$ cat src/rtl/cmp_seq_pkg.sv
// Shared types and constants for the comparator sequencer.
package cmp_seq_pkg;

  localparam int NUM_PAIRS = 16;
  localparam int OPW       = 2;
  localparam int IDXW      = 2 * OPW;

  typedef enum logic [2:0] {
    S_IDLE = 3'd0,
    S_LOAD = 3'd1,
    S_SHOW = 3'd2,
    S_GAP  = 3'd3,
    S_DONE = 3'd4
  } state_t;

  // Larger of two integers, used to size the shared dwell/gap counter.
  function automatic int max_int(input int a, input int b);
    return (a > b) ? a : b;
  endfunction

endpackage

$ cat src/rtl/cmp_seq_pwm.sv
// Free-running PWM counter with duty compare for LED dimming.
// Only compiled when CMP_SEQ_PWM_EN is defined.
`ifdef CMP_SEQ_PWM_EN
module cmp_seq_pwm #(
  parameter int PERIOD = 256,
  parameter int DUTY   = 64
) (
  input  logic clk,
  input  logic rst_n,
  output logic pwm_on
);

  localparam int            PW     = $clog2(PERIOD + 1);
  localparam logic [PW-1:0] LAST   = PW'(PERIOD - 1);
  localparam logic [PW-1:0] DUTY_L = PW'(DUTY);

  logic [PW-1:0] pwm_cnt_q;
  logic [PW-1:0] pwm_cnt_d;

  // Wrap the counter at the end of each period.
  always_comb begin
    pwm_cnt_d = pwm_cnt_q;
    if (pwm_cnt_q == LAST) begin
      pwm_cnt_d = '0;
    end else begin
      pwm_cnt_d = pwm_cnt_q + PW'(1);
    end
  end

  // PWM counter register.
  always_ff @(posedge clk or negedge rst_n) begin
    if (!rst_n) begin
      pwm_cnt_q <= '0;
    end else begin
      pwm_cnt_q <= pwm_cnt_d;
    end
  end

  assign pwm_on = (pwm_cnt_q < DUTY_L);

endmodule
`endif

$ cat src/rtl/cmp_seq_ctrl.sv
// Sequencer for the 2-bit operand comparator driving the RGB LED.
// Walks operand pairs (auto sweep or one manual pair), captures the comparator
// result at SHOW entry, holds it for a dwell time, blanks, then advances.
// Optional LED dimming is enabled by defining CMP_SEQ_PWM_EN.
module cmp_seq_ctrl
  import cmp_seq_pkg::*;
#(
  parameter int DWELL_CYCLES = 25_000_000,
  parameter int GAP_CYCLES   = 2_500_000,
  parameter int PWM_PERIOD   = 256,
  parameter int PWM_DUTY     = 64
) (
  input  logic       clk,
  input  logic       rst_n,
  input  logic       start,
  input  logic       abort,
  input  logic       auto_mode,
  input  logic       continuous,
  input  logic [1:0] sw_a,
  input  logic [1:0] sw_b,
  input  logic       cmp_r,
  input  logic       cmp_g,
  input  logic       cmp_b,
  output logic [1:0] op_a,
  output logic [1:0] op_b,
  output logic       led_r,
  output logic       led_g,
  output logic       led_b,
  output logic [3:0] pair_idx,
  output logic       busy,
  output logic       done
);

  localparam int              CNTW       = $clog2(max_int(DWELL_CYCLES, GAP_CYCLES) + 1);
  localparam logic [CNTW-1:0] DWELL_LAST = CNTW'(DWELL_CYCLES - 1);
  localparam logic [CNTW-1:0] GAP_LAST   = CNTW'(GAP_CYCLES - 1);
  localparam logic [IDXW-1:0] IDX_LAST   = IDXW'(NUM_PAIRS - 1);

  state_t          state_q, state_d;
  logic [IDXW-1:0] idx_q, idx_d;
  logic            auto_q, auto_d;
  logic [CNTW-1:0] cnt_q, cnt_d;
  logic [2:0]      cap_q, cap_d;     // captured {r,g,b}
  logic [2:0]      led_q, led_d;
  logic            busy_q, busy_d;
  logic            done_q, done_d;
  logic            pwm_on_s;

`ifdef CMP_SEQ_PWM_EN
  cmp_seq_pwm #(
    .PERIOD (PWM_PERIOD),
    .DUTY   (PWM_DUTY)
  ) u_pwm (
    .clk    (clk),
    .rst_n  (rst_n),
    .pwm_on (pwm_on_s)
  );
`else
  // Without dimming the LED is simply on for the whole dwell window.
  logic pwm_cfg_unused;
  assign pwm_cfg_unused = (PWM_PERIOD == PWM_DUTY);
  assign pwm_on_s       = 1'b1;
`endif

  // Next-state, pair index, shared counter and captured result.
  always_comb begin
    state_d = state_q;
    idx_d   = idx_q;
    auto_d  = auto_q;
    cnt_d   = cnt_q;
    cap_d   = cap_q;

    case (state_q)
      S_IDLE, S_DONE: begin
        if (start) begin
          state_d = S_LOAD;
          auto_d  = auto_mode;
          idx_d   = auto_mode ? {IDXW{1'b0}} : {sw_a, sw_b};
          cnt_d   = '0;
        end else begin
          state_d = state_q;
        end
      end
      S_LOAD: begin
        // Operands have been on the comparator for a full cycle; grab the result.
        state_d = S_SHOW;
        cap_d   = {cmp_r, cmp_g, cmp_b};
        cnt_d   = '0;
      end
      S_SHOW: begin
        if (cnt_q == DWELL_LAST) begin
          state_d = S_GAP;
          cnt_d   = '0;
        end else begin
          cnt_d = cnt_q + CNTW'(1);
        end
      end
      S_GAP: begin
        if (cnt_q == GAP_LAST) begin
          cnt_d = '0;
          if (!auto_q) begin
            state_d = S_DONE;
          end else if (idx_q != IDX_LAST) begin
            state_d = S_LOAD;
            idx_d   = idx_q + IDXW'(1);
          end else if (continuous) begin
            state_d = S_LOAD;
            idx_d   = {IDXW{1'b0}};
          end else begin
            state_d = S_DONE;
          end
        end else begin
          cnt_d = cnt_q + CNTW'(1);
        end
      end
      default: begin
        state_d = S_IDLE;
        cnt_d   = '0;
      end
    endcase

    // Abort overrides everything, including a simultaneous start.
    if (abort) begin
      state_d = S_IDLE;
      cnt_d   = '0;
    end else begin
      state_d = state_d;
    end
  end

  // Registered output values derived from the upcoming state.
  always_comb begin
    led_d  = 3'b000;
    busy_d = 1'b0;
    done_d = 1'b0;
    if (state_d == S_SHOW) begin
      led_d = cap_d & {3{pwm_on_s}};
    end else begin
      led_d = 3'b000;
    end
    busy_d = (state_d == S_LOAD) || (state_d == S_SHOW) || (state_d == S_GAP);
    done_d = (state_d == S_DONE);
  end

  // State and datapath registers.
  always_ff @(posedge clk or negedge rst_n) begin
    if (!rst_n) begin
      state_q <= S_IDLE;
      idx_q   <= '0;
      auto_q  <= 1'b0;
      cnt_q   <= '0;
      cap_q   <= 3'b000;
      led_q   <= 3'b000;
      busy_q  <= 1'b0;
      done_q  <= 1'b0;
    end else begin
      state_q <= state_d;
      idx_q   <= idx_d;
      auto_q  <= auto_d;
      cnt_q   <= cnt_d;
      cap_q   <= cap_d;
      led_q   <= led_d;
      busy_q  <= busy_d;
      done_q  <= done_d;
    end
  end

  assign op_a     = idx_q[IDXW-1:OPW];
  assign op_b     = idx_q[OPW-1:0];
  assign pair_idx = idx_q;
  assign led_r    = led_q[2];
  assign led_g    = led_q[1];
  assign led_b    = led_q[0];
  assign busy     = busy_q;
  assign done     = done_q;

endmodule

$ cat config.mk
export PLATFORM = sky130hd
export DESIGN_NAME = cmp_seq_ctrl
export DESIGN_NICKNAME = d
export VERILOG_FILES = /design/src/rtl/cmp_seq_pkg.sv /design/src/rtl/cmp_seq_pwm.sv /design/src/rtl/cmp_seq_ctrl.sv
export SDC_FILE = /design/constraint.sdc
export NUM_CORES = 1
export LEC_CHECK = 0
export ABC_AREA = 1
export CORE_ASPECT_RATIO = 1.2
export CORE_MARGIN = 2
export CORE_UTILIZATION = 60
export CTS_BUF_LIST = sky130_fd_sc_hd__clkbuf_4
export CTS_CLUSTER_DIAMETER = 100
export CTS_CLUSTER_SIZE = 28
export DETAILED_ROUTE_END_ITERATION = 12
export GPL_TIMING_DRIVEN = 0
export PLACE_DENSITY = 0.87
export SLEW_MARGIN = 20
export SYNTH_ARGS = -nofsm -noshare
export SYNTH_HDL_FRONTEND = slang
export SYNTH_HIERARCHICAL = 1
export SYNTH_SLANG_ARGS = --single-unit
$ cat constraint.sdc
create_clock -name clk -period 4.48 [get_ports clk]
set_input_delay 0.896 -clock clk [delete_from_list [all_inputs] [get_ports clk]]
set_output_delay 0.896 -clock clk [all_outputs]
set_load 0.01 [all_outputs]
==> results of run 1 <==
[layout by cell type (no fill, tap or decap), types with 2 or more instances in the layout]
cell type,netlist,layout
nand2_2,9,9
dfrtp_1,41,41
ha_1,2,2
nor2_2,8,8
nand2_4,4,4
buf_6,3,3
clkdlybuf4s50_1,0,24
buf_4,4,4
nor3_1,7,7
o21ai_0,15,15
a21oi_2,3,3
buf_2,2,3
clkbuf_4,0,5
nor2_1,40,40
nand4_1,8,8
o21bai_1,3,3
nand3_1,25,25
xor2_1,10,10
inv_1,44,44
inv_2,4,4
xnor2_1,2,2
nand2_1,81,81
a22oi_1,3,3
a21oi_1,18,18
nor2_4,4,4
[metrics by stage]
step                area, sq um  setup WS [ps]  utilization
finish                     3030           2050        0.721
global route               3030           1970        0.721
CTS                        3030           2030        0.721
detailed placement         2940           1860        0.701
global placement           2920           1480        0.696
floorplan                  2600           2720            -
[area by class of cell]
type | instances | area [sq um] | area share
buffer | 10 | 77.6 | 0.0256
clock buffer | 5 | 37.5 | 0.0124
clock inverter | 3 | 46.3 | 0.0153
inverter | 48 | 180 | 0.0595
multi-input combinational | 252 | 1320 | 0.435
sequential | 41 | 1030 | 0.339
tap | 56 | 70.1 | 0.0232
timing repair buffer | 26 | 273 | 0.0901
[report_power, final]
group	switching, mW	internal [mW]	leakage [nW]
registers	0.0199	0.392	0.554
logic	0.0814	0.0802	0.719
clock network	0.136	0.118	0.0414
[cell families after synthesis]
kind of cell	count (synthesis)	share of synthesized area
compound gates	49	0.110
flops	41	0.395
xor+xnor	12	0.0404
mux	1	0.00433
simple gates	188	0.342
fa+ha+maj	2	0.00962
buf+inv	58	0.0991
[layer usage]
layer | GRT usage | up-vias | routed length (um)
met5 | 0 | - | 0
met4 | 0.130 | 0 | 225
met3 | 0.0443 | 23 | 297
met2 | 0.450 | 84 | 2960
met1 | 0.336 | 1095 | 2500
li1 | - | 1186 | -
[how the worst max path moves through the flow]
| stage | from | to | slack (ps) | cells past startpoint |
|---|---|---|---|---|
| CTS | pair_idx[2] | pair_idx[2] | 2030 | 2 |
| detailed placement | abort | cnt_q[3] | 1860 | 6 |
| global route | pair_idx[2] | pair_idx[2] | 1970 | 2 |
| global placement | rst_n | led_q[1] | 1480 | 1 |
| floorplan | start | cnt_q[21] | 2720 | 7 |
| finish | pair_idx[2] | pair_idx[2] | 2050 | 2 |
[critical path: cells and delay by family, from the launching register on]
kind,cells,cell delay [ps]
flip-flops,1,510
buffers and inverters,2,670
[sequential cells by signal, indices dropped and copies added (netlist names)]
signal and cells:
busy 1, state_q 3, led_q 3, cnt_q 25
pair_idx 4, done 1, auto_q 1, cap_q 3
==> reports/qor.yml, run 1 <==
placement:
  hpwl_mm: 4.58
  gp_congestion: 0.955
  placed_cells_incl_taps: 433
  port_buffers: 25
finish:
  syn_to_final_growth_pct: 16.4
  nNetsFinal: 399
  final_cells: 441
  drive_gt1_frac: 0.143
  filler_cell_count: 321
  num_antenna_cells: 0
clock_tree:
  cts-buffers-inserted: 5
  post_cts_buffers: 0
  ctsHtreeMaxLevel: 2
  cts-root-buf: "clkbuf_4"
  cts_tree: "built"
  clockBufferDepth: 2
  cts.clk_slew.worst_paths_ps: 140
  clock-sinks: 41
  cts_resized: 0
  clock_latency_ps: 370
  ctsHoldBuffers: 0
floorplan:
  initial_core_util: 0.620
  io_pins: 26
  rows: 26
  die_area_sq_mm: 0.00488
  core_area_sq_mm: 0.00420
  die_h_um: 76.1
  dieWidth_um: 64.1
sta:
  setup_tns_ps: 0
  finalHoldViolCount: 0
  maxSlewViolCount: 0
  worst_pin_slew_ps: 567
  finalClockSkew_ps: 13.4
  finalCritPeriodShare: 0.544
  timing.hold.ws_ps: 457
  relSlewSlack: 0.622
  max_freq_mhz: 411
  period_minus_slack_ps: 2430
  setup_viol: 0
  rsz0062_at_grt: "false"
logic_synthesis:
  synthCells: 351
  syn_nets: 366
  ys_seq_area_frac: 0.395
  synth.avg_cell_area_sq_um: 7.41
  synth-seq-cells: 41
  yosysUniqueCellTypes: 34
  yosysMostFrequentCell: "nand2_1"
  synthTopCellsByArea: "dfrtp_1, nand2_1, inv_1, nor2_1, nand3_1"
  synth_warnings: 6
  synth.cell_area_sq_mm: 0.00260
  synth_commonest_cells: "nand2_1, inv_1, dfrtp_1"
  synthArstFlopShare: 1.00
  synth_top_area_cell: "dfrtp_1"
  synthFlopType: "dfrtp_1"
  synth-edff-count: 0
  synth_top_area_frac: 0.395
grt:
  gr-total-overflow: 0
  grt_max_degree: 25
  track_usage: 0.269
  antenna_found_initial: 0
  grt_pass1_vias: 2247
  grt_first_pass_wirelength_mm: 10.4
critical_path:
  end_kind: "output port"
  crit_chain: "buf_4 > clkdlybuf4s50_1"
  rr_startpoint: "cnt_q[0]"
  criticalPathCategory: "reg -> out"
  worstPathRequired_ps: 3580
  critical-path-max-stage-delay_ps: 520
  worstReg2RegEnd: "cnt_q[20]"
  cp_slowest_cell: "clkdlybuf4s50_1"
  start_kind: "flop"
  arrival_ps: 1540
  cp_max_fo: 7
  ff2ff_path_depth: 10
  r2r_slack_ps: 2720
drt:
  firstDrtPassIters: 4
  wl_per_cell_um: 13.6
  vias_per_cell: 5.41
  first_iter_violations: 204
  remaining_drc_errors: 0
  routed_wl_mm: 5.99
  antenna_left: 0
  vias: 2388
pwr:
  p_total_uw: 827
  p_leak_nw: 1.31
  pwr_density_cell_mw_per_mm2: 273
  peakVddDrop_mv: 0.210
run:
  maxCapViolations: 0
run_status:
  status: "complete, no violations"
min_path:
  hold_class: "in -> async"
No activity file was read; power rests on OpenSTA's default activity.
==> inputs of run 2 (changes only) <==
- CORE_UTILIZATION: 60 -> 59
- PLACE_DENSITY: 0.87 -> 0.86
- clock period: 4.48 -> 2.4 ns (I/O delays scaled with it)
==> reports/qor.yml, run 2 (synthesis gave the netlist of run 1 again) <==
run_status:
  status: "complete, no violations"
drt:
  first_iter_violations: 151  # -26%
  vias_per_cell: 5.29  # -2.3%
  remaining_drc_errors: 0  # unchanged
  firstDrtPassIters: 4  # unchanged
  vias: 2334  # -2.3%
  antenna_left: 0  # unchanged
  routed_wl_mm: 6.04  # +0.89%
  wl_per_cell_um: 13.7  # +0.89%
clock_tree:
  cts_resized: 0  # unchanged
  clockBufferDepth: 2  # unchanged
  cts-root-buf: "clkbuf_4"
  ctsHoldBuffers: 0  # unchanged
  cts.clk_slew.worst_paths_ps: 150  # about the same
  cts-buffers-inserted: 5  # unchanged
  post_cts_buffers: 0  # unchanged
  clock-sinks: 41  # unchanged
  ctsHtreeMaxLevel: 2  # unchanged
  clock_latency_ps: 370  # about the same
  cts_tree: "built"
sta:
  maxSlewViolCount: 0  # unchanged
  finalClockSkew_ps: 23.6  # +10.2 ps
  finalHoldViolCount: 0  # unchanged
  worst_pin_slew_ps: 508  # -59.4 ps
  max_freq_mhz: 500
  setup_tns_ps: 0  # unchanged
  relSlewSlack: 0.661  # +0.0396
  rsz0062_at_grt: "false"
  period_minus_slack_ps: 2000
  finalCritPeriodShare: 0.834
  setup_viol: 0  # unchanged
finish:
  fin_util: 0.708  # -0.0128
  largest_reg_flops: 25  # unchanged
  largest-register: "cnt_q"
  final_common_cell: "nand2_1"
  multi_input_area_sq_mm: 0.00132  # unchanged
  filler_cell_count: 376  # +17%
  num_antenna_cells: 0  # unchanged
  drive_gt1_frac: 0.143  # unchanged
  syn_to_final_growth_pct: 16.1
  nNetsFinal: 399  # unchanged
  final_cell_mix: "nand2_1, inv_1, dfrtp_1"
  seq_area_sq_mm: 0.00103  # unchanged
critical_path:
  critPathCapture: "pair_idx[2]"
  ff2ff_path_depth: 11  # +1
  startpoint: "pair_idx[2]"
  start_kind: "flop"
  r2r_slack_ps: 590  # -2130 ps
  end_kind: "output port"
  worstPathRequired_ps: 1920  # -1660 ps
  worstReg2RegEnd: "cnt_q[21]"
  cp_max_fo: 7  # unchanged
  arrival_ps: 1520  # -20 ps
  rr_startpoint: "cnt_q[0]"
  criticalPathCategory: "reg -> out"
pwr:
  pwr-share-seq: 0.496  # -0.002
  p_leak_nw: 1.31  # -0.25%
  p_sw_frac: 0.290  # +0.00385
  clkPwrFrac: 0.310  # +0.003
  pwr_density_cell_mw_per_mm2: 514  # +88%
  p_int_mw: 1.10  # +86%
  peakVddDrop_mv: 0.486  # +130%
  p_switching_uw: 450  # +90%
  combPwrFrac: 0.194  # about the same
grt:
  grt_pass1_vias: 2250  # +0.13%
  top_usage_layer: "met2"
  grt_first_pass_wirelength_mm: 10.4  # -0.40%
  met3_usage: 0.0469  # +0.00261
  grt_max_degree: 26  # +4.0%
  gr-usage-met2: 0.474  # +0.0240
  met1_usage: 0.341  # +0.00480
  gr-total-overflow: 0  # unchanged
  track_usage: 0.268  # -0.00141
  antenna_found_initial: 0  # unchanged
placement:
  gp_congestion: 0.974  # +2.0%
  hpwl_mm: 4.66  # +1.7%
  port_buffers: 25  # unchanged
floorplan:
  initial_core_util: 0.610  # -0.00946
  die_area_sq_mm: 0.00496  # +1.6%
  core_area_sq_mm: 0.00426  # +1.6%
  die_h_um: 76.7  # +0.80%
  io_pins: 26  # unchanged
  rows: 26  # unchanged
  dieWidth_um: 64.6  # +0.80%
run:
  maxCapViolations: 0  # unchanged
min_path:
  hold_class: "in -> async"
## run 2: final cells by class
class                   instances  area share
plain buffers                  10      0.0257
well taps                      56      0.0232
multi-input cells             252       0.436
clock buffers                   5      0.0124
repair buffers                 26      0.0879
inverters                      48      0.0597
clock inverters                 3      0.0153
flip-flops and latches         41       0.340
## run 2: routing by layer
| layer | wire length (um) | part of all wire |
|---|---|---|
| met1 | 2620 | 0.43 |
| met4 | 58 | 0.0096 |
| met5 | 0 | 0 |
| met3 | 239 | 0.040 |
| met2 | 3120 | 0.52 |
## run 2: worst min-delay path by stage
stage / endpoint / slack (ps) / depth (start not counted)
final: cnt_q[12] / 8 / 1
after global routing: cnt_q[12] / 30 / 1
after CTS: cnt_q[12] / 20 / 1
after detailed placement: cnt_q[13] / 430 / 1
after global placement: auto_q / 480 / 1
after floorplan: auto_q / 180 / 0
## run 2: metrics by stage
stage / area, sq um / cells / total power [mW] / hold slack [ps] / setup WS [ps]
6_report: 3020 / 441 / 1.55 / 7.60 / 399
4_1_cts: 3020 / 441 / 1.56 / 23.1 / 382
3_3_place_gp: 2920 / 432 / 1.07 / 483 / -217
5_1_grt: 3020 / 441 / 1.63 / 33.8 / 323
3_5_place_dp: 2940 / 433 / 1.08 / 430 / 242
2_1_floorplan: 2600 / 351 / 0.941 / 184 / 905
## run 2: power by group through the flow
stage               registers [mW]  clock network (mW)  logic, mW
floorplan                    0.785                   0      0.156
global placement             0.780                   0      0.292
CTS                          0.769               0.484      0.304
detailed placement           0.781                   0      0.303
finish                       0.769               0.480      0.301
global route                 0.774               0.514      0.336
## run 2: worst max-delay path: stages, from the launching register on
cell and delay [ps]:
dfrtp_1 500, buf_4 150, clkdlybuf4s50_1 520
